### src/rtl/countdown_timer_if.sv
// Control/status bundle for countdown_timer: the master drives commands and
// load_val, and the slave (the timer) returns count, busy and done.
interface countdown_timer_if #(
  parameter int unsigned N = 4
);
  logic         start;
  logic         pause;
  logic         abort;
  logic         reload_en;
  logic [N-1:0] load_val;
  logic [N-1:0] count;
  logic         busy;
  logic         done;

  modport master (
    output start, pause, abort, reload_en, load_val,
    input  count, busy, done
  );

  modport slave (
    input  start, pause, abort, reload_en, load_val,
    output count, busy, done
  );
endinterface

### src/rtl/countdown_timer.sv
// Programmable N-bit down-counting timer with pause, abort, restart and
// optional auto-reload; done pulses for one cycle on expiry.
module countdown_timer #(
  parameter int unsigned N = 4
) (
  input logic              clk,
  input logic              nrst,
  countdown_timer_if.slave bus
);

  typedef enum logic {
    IDLE = 1'b0,
    RUN  = 1'b1
  } state_t;

  state_t       state;
  logic [N-1:0] count_q;
  logic [N-1:0] reload_q;
  logic         busy_q;
  logic         done_q;

  // Priority per edge: abort > start > pause > decrement.
  always_ff @(posedge clk or negedge nrst) begin
    if (!nrst) begin
      state    <= IDLE;
      count_q  <= N'(0);
      reload_q <= N'(0);
      busy_q   <= 1'b0;
      done_q   <= 1'b0;
    end else begin
      done_q <= 1'b0;
      if (bus.abort) begin
        state   <= IDLE;
        count_q <= N'(0);
        busy_q  <= 1'b0;
      end else if (bus.start) begin
        count_q  <= bus.load_val;
        reload_q <= bus.load_val;
        if (bus.load_val != N'(0)) begin
          state  <= RUN;
          busy_q <= 1'b1;
        end else begin
          // Zero-length timer expires immediately and never enters RUN.
          state  <= IDLE;
          busy_q <= 1'b0;
          done_q <= 1'b1;
        end
      end else if (state == RUN && !bus.pause) begin
        if (count_q > N'(1)) begin
          count_q <= count_q - N'(1);
        end else begin
          done_q <= (count_q == N'(1));
          if (bus.reload_en && count_q == N'(1)) begin
            count_q <= reload_q;
          end else begin
            state   <= IDLE;
            count_q <= N'(0);
            busy_q  <= 1'b0;
          end
        end
      end
    end
  end

  assign bus.count = count_q;
  assign bus.busy  = busy_q;
  assign bus.done  = done_q;

endmodule

### src/flat_wrapper.sv
// flat-port wrapper written by rule: the top's interface ports become plain ports
module countdown_timer_flat 
#(
  parameter int unsigned N = 4
)
  (clk, nrst, bus_start, bus_pause, bus_abort, bus_reload_en, bus_load_val, bus_count, bus_busy, bus_done);
  countdown_timer_if #(.N(N)) bus_i ();
  input logic clk;
  input logic nrst;
  input wire logic [$bits(bus_i.start)-1:0] bus_start;
  input wire logic [$bits(bus_i.pause)-1:0] bus_pause;
  input wire logic [$bits(bus_i.abort)-1:0] bus_abort;
  input wire logic [$bits(bus_i.reload_en)-1:0] bus_reload_en;
  input wire logic [$bits(bus_i.load_val)-1:0] bus_load_val;
  output wire logic [$bits(bus_i.count)-1:0] bus_count;
  output wire logic [$bits(bus_i.busy)-1:0] bus_busy;
  output wire logic [$bits(bus_i.done)-1:0] bus_done;
  assign bus_i.start = bus_start;
  assign bus_i.pause = bus_pause;
  assign bus_i.abort = bus_abort;
  assign bus_i.reload_en = bus_reload_en;
  assign bus_i.load_val = bus_load_val;
  assign bus_count = bus_i.count;
  assign bus_busy = bus_i.busy;
  assign bus_done = bus_i.done;
  countdown_timer #(.N(N)) u_core (.clk(clk), .nrst(nrst), .bus(bus_i));
endmodule
### config.mk
export PLATFORM = sky130hd
export DESIGN_NAME = countdown_timer_flat
export DESIGN_NICKNAME = d
export VERILOG_FILES = /design/src/rtl/countdown_timer_if.sv /design/src/rtl/countdown_timer.sv /design/src/flat_wrapper.sv
export SDC_FILE = /design/constraint.sdc
export NUM_CORES = 1
export LEC_CHECK = 0
export ABC_AREA = 0
export CORE_MARGIN = 5
export CORE_UTILIZATION = 40
export CTS_BUF_LIST = sky130_fd_sc_hd__clkbuf_8
export DETAILED_ROUTE_END_ITERATION = 10
export GPL_ROUTABILITY_DRIVEN = 0
export GPL_TIMING_DRIVEN = 0
export PLACE_DENSITY = 0.75
export SLEW_MARGIN = 20
export SYNTH_ARGS = -nofsm -noshare
export SYNTH_HDL_FRONTEND = slang
export SYNTH_SLANG_ARGS = --single-unit
### constraint.sdc
create_clock -name clk -period 4.25 [get_ports clk]
set_input_delay 0.85 -clock clk [delete_from_list [all_inputs] [get_ports clk]]
set_output_delay 0.85 -clock clk [all_outputs]
set_load 0.1 [all_outputs]
Word-level counts from Yosys, hierarchy flattened
Cells that the tools add are included.
Storage, ports and cells
  register bits after elaboration: 10
  bits of input ports: 10
  logic and storage cells: 33
Cells by class
  add/sub/neg operators: 1
  order comparisons: 1
  equal/unequal tests: 3
  mux-type cells: 16
  bitwise gates (word level): 1
  reduce and logical (&&, ||, !) cells: 7
Operator list (number)
  2-to-1 mux 4 bit: 5
  2-to-1 mux 1 bit: 11
  != test 3 bit, second input constant: 2
  equality test 4 x 1 -> 1 bit, second input constant: 1
  greater-than comparator 4 x 1 -> 1 bit, second input constant: 1
  nonzero test 4 bit: 1
  subtractor 4 x 1 -> 4 bit, second input constant: 1
  AND reduction 3 bit: 1
  nonzero test 3 bit: 1
  logical AND 1 bit: 2
  AND reduction 2 bit: 1
  zero test 1 bit: 1
  inverter 1 bit: 1

Logic depth before layout (Yosys ltp)
  word-level depth: 7
  depth in mapped cells: 6
  depth with buffers taken out: 6

Worst setup path before layout
Ideal clock, no wire load.
  path type: register to register
  from: register u_core.count_q[1] (netlist: u_core.bus.count[1])
  to: register u_core.count_q[0] (netlist: u_core.bus.count[0])
  library setup time: 0.078 ns
  arrival time: 2.008 ns
  required time: 4.172 ns
  setup slack: 2.164 ns
  stages on the path, launching flop included: 7
  buffers on the path: 0
  cells stage by stage: dfrtp_1 > inv_1 > ha_1 > nor2b_1 > o21ai_1 > o2111ai_1 > a21oi_1
On the way
  word-level cells in the longest chain between the ends: 7
  elaborated cells between the ends (all ways): 8
  classes of those cells: order compare (1); eq/ne (1); mux (5); reduce/logical (1)
RTL lines
  from (decl): line countdown_timer.sv:17  | logic [N-1:0] count_q;
  from (signal assigned): line countdown_timer.sv:37  | count_q <= bus.load_val;
  from (signal assigned): line countdown_timer.sv:50  | count_q <= count_q - N'(1);
  from (signal assigned): line countdown_timer.sv:54  | count_q <= reload_q;
  equality test 4 x 1 -> 1 bit: line countdown_timer.sv:53  | if (bus.reload_en && count_q == N'(1)) begin
  logical AND 1 bit: line countdown_timer.sv:53
  2-to-1 mux 4 bit: line countdown_timer.sv:53
  2-to-1 mux 4 bit *: line countdown_timer.sv:49  | if (count_q > N'(1)) begin
  2-to-1 mux 4 bit *: line countdown_timer.sv:48  | end else if (state == RUN && !bus.pause) begin
  2-to-1 mux 4 bit *: line countdown_timer.sv:36  | end else if (bus.start) begin
  2-to-1 mux 4 bit *: line countdown_timer.sv:32  | if (bus.abort) begin
Mark *: on every way between the ends. The rest lies on a longest branch, timed or not. The select of a mux whose other input is x is not followed.
A chain may end at the register's enable or synchronous reset.

Final worst setup path
  from: register u_core.count_q[2] (netlist: u_core.bus.count[2])
  to: output port bus_count[2]
RTL lines
  to (decl): line flat_wrapper.sv:15  | output wire logic [$bits(bus_i.count)-1:0] bus_count;
No word-level cell between the ends.

==> flow_metrics.py <==
metrics = {
    "die": {
        "die_h_um": 48.95,
        "design.core.area_mm2": 0.001471,
        "die_w_um": 48.95,
        "row_count": 14,
        "die-area_mm2": 0.002396,
        "io_pins": 16,
        "start_util_pct": 41.24,
    },
    "placed_design": {
        "dp_hpwl_um": 1034,
        "dp.cells": 98,
        "dp_worst_setup_slack_ns": 1.771,
        "io_buffers": 15,
    },
    "drt": {
        "wl_per_cell_um": 13.30,
        "via_per_inst": 5.647,
        "routed_wl_um": 1357,
        "drt_iter0_drc": 19,
        "detail-route-antenna-nets": 0,
        "drc": 0,
        "vias": 576,
        "first_pass_iters": 4,
    },
    "global_routing": {
        "grt_pass1_wl_um": 2415,
        "overflow": 0,
        "antenna_found_initial": 0,
        "gr-usage-all-layers_pct": 12.63,
        "grt_pass1_vias": 539,
        "grt_max_degree": 11,
    },
    "layout": {
        "nFillCells": 145,
        "num_antenna_cells": 0,
        "finalNonFillerCells": 102,
        "drive_above_1_share_pct": 11.63,
        "area_growth_pct": 37.11,
        "seqCellArea_um2": 250.2,
        "final_net_count": 99,
        "final_core_util_pct": 56.55,
        "multi_input_area_um2": 337.8,
    },
    "power": {
        "power_density_mw_per_mm2": 454.9,
        "power_mw": 0.3785,
        "max-vdd-ir-drop_mv": 0.3038,
        "power_leakage_nw": 0.3340,
    },
    "worst_hold_path": {
        "holdCritPathClass": "reg2reg",
    },
    "setup_path": {
        "r2r_cells": 6,
        "rrSetupSlack_ns": 2.58,
        "path_depth": 1,
        "r2r_end": "u_core.bus.count[2]$_DFFE_PN0P_",
        "crit_start": "u_core.bus.count[2]$_DFFE_PN0P_",
        "end_kind": "output port",
        "cp_max_fo": 8,
        "path_delay_family": "buffers and inverters",
        "path_cells": "clkdlybuf4s50_1",
        "cpMaxStageDelayCell": "clkdlybuf4s50_1",
        "crit_path_end": "bus_count[2]",
        "critPathBufInv": 1,
        "start_kind": "flop",
        "critPathRequiredTime_ns": 3.40,
        "max_stage_delay_ns": 1.17,
        "critical_path_arrival_ns": 1.86,
        "r2r_start": "u_core.bus.count[0]$_DFFE_PN0P_",
        "criticalPathCategory": "reg2out",
    },
    "timing": {
        "final-hold-violation-count": 0,
        "maxSlewHeadroom_pct": 35.28,
        "fin_crit_sh_pct": 63.74,
        "clock_skew_ns": 0.003591,
        "fin_crit_ns": 2.709,
        "rsz0062_at_grt": "false",
        "setup_viol": 0,
        "max_freq_mhz": 369.2,
        "tns_ns": 0,
        "drv_slew": 0,
        "worst_slew_pin_slew_ns": 0.9678,
        "fin_ws_ns": 1.541,
    },
    "cts": {
        "cts_tree": "built",
        "clock_path_buffers": 2,
        "numClockSinks": 10,
        "post_cts_resized": 0,
        "cts_made_buffers": 3,
        "clk_latency_ns": 0.24,
        "htreeDepth": 1,
        "cts_hold_buffers": 0,
        "path_clk_slew_ns": 0.04,
        "cts-root-buf": "clkbuf_8",
        "post_cts_buffers": 0,
    },
    "synth": {
        "synth.avg_cell_area_um2": 9.057,
        "synth.distinct_cells": 22,
        "synth-async-reset-ratio_pct": 100.0,
        "synth_edf_count": 0,
        "synth_seq_cells": 10,
        "ys_seq_area_share_pct": 41.24,
        "ys_warn_count": 0,
        "syn_area_um2": 606.8,
        "syn_nets": 79,
        "synthCells": 67,
        "synth_ff_type": "dfrtp_1",
    },
    "status": {
        "status": "finished, final reports clean",
    },
    "flow_run": {
        "max_cap_violations": 0,
    },
}
## worst min path at each step
stage / from / end / slack (ns) / cells past startpoint
2_1_floorplan: u_core.reload_q[3]$_DFFE_PN0P_ / u_core.reload_q[3]$_DFFE_PN0P_ / 0.47 / 1
3_3_place_gp: u_core.reload_q[0]$_DFFE_PN0P_ / u_core.reload_q[0]$_DFFE_PN0P_ / 0.51 / 1
3_5_place_dp: u_core.reload_q[1]$_DFFE_PN0P_ / u_core.reload_q[1]$_DFFE_PN0P_ / 0.51 / 1
4_1_cts: u_core.reload_q[1]$_DFFE_PN0P_ / u_core.reload_q[1]$_DFFE_PN0P_ / 0.52 / 1
5_1_grt: u_core.reload_q[1]$_DFFE_PN0P_ / u_core.reload_q[1]$_DFFE_PN0P_ / 0.54 / 1
6_report: u_core.reload_q[0]$_DFFE_PN0P_ / u_core.reload_q[0]$_DFFE_PN0P_ / 0.53 / 1
## kinds of logic (layout without fill, tap and decap cells)
kind of cell / after synthesis / after routing / synth area share [%]
AND/OR/NAND/NOR: 25 / 25 / 22.47
AO/OA/AOI/OAI: 21 / 21 / 21.65
flip-flops: 10 / 10 / 41.24
buffers and inverters: 5 / 24 / 3.093
multiplexers: 4 / 4 / 7.422
adder cells (fa/ha/maj): 2 / 2 / 4.123
## layer usage
metal  wire length (um)  share of wire, %  GRT usage [%]  vias to the layer above
met5                  0                 0              0                        -
met4                 39               2.9          8.072                        0
met3                 83               6.1          2.141                        5
met2                651                48          20.00                       19
met1                584                43          15.60                      275
li1                   -                 -              -                      277
## cells in the mapped netlist, types with 2 or more instances
library cell	number	area share, %
dfrtp_1	10	41
nor2_1	9	5.6
o21ai_0	8	6.6
a21oi_1	6	4.9
inv_1	5	3.1
mux2_2	4	7.4
nor2b_1	4	4.1
nand2b_1	3	3.1
ha_1	2	4.1
o2111ai_1	2	2.9
o211ai_1	2	2.5
or3_1	2	2.1
## layout make-up
type                            instances  area share, %
Tap cell                               16          2.406
Inverter                                5          2.256
Clock buffer                            4          6.617
Sequential cell                        10          30.08
Multi-Input combinational cell         52          40.60
Timing Repair Buffer                   15          18.05
## flip-flops by register name, indices dropped and copies added (netlist names)
name / flops
u_core.bus.count: 4
u_core.reload_q: 4
u_core.bus.busy: 1
u_core.bus.done: 1
## cells in the final DEF, fill, tap and decap left out
cell             netlist  routed
nor3b_1                1       1
clkdlybuf4s50_1        0      15
nor4_1                 1       1
nor3_1                 1       1
mux2_2                 4       4
inv_1                  5       5
nor2_1                 9       9
nor4b_1                1       1
dfrtp_1               10      10
o21ai_0                8       8
ha_1                   2       2
o211ai_1               2       2
nand2b_1               3       3
or2_4                  1       1
a41oi_2                1       1
or3_1                  2       2
o2111ai_1              2       2
o21ai_1                1       1
or2_1                  1       1
nor2b_1                4       4
nand2_1                1       1
a21oi_1                6       6
clkbuf_8               0       4
a211oi_1               1       1
## stage by stage
step | area [um^2] | hold WS, ns
3_3_place_gp | 777.0 | 0.5052
4_1_cts | 832.0 | 0.5223
6_report | 832.0 | 0.5292
2_1_floorplan | 606.8 | 0.4725
3_5_place_dp | 777.0 | 0.5075
5_1_grt | 832.0 | 0.5370
## report_power, final
part | internal (mW) | total (mW) | switching (mW)
combinational | 0.0473 | 0.139 | 0.0922
sequential | 0.108 | 0.121 | 0.0130
clock | 0.0813 | 0.118 | 0.0365
(Power assumes the default switching activity.)
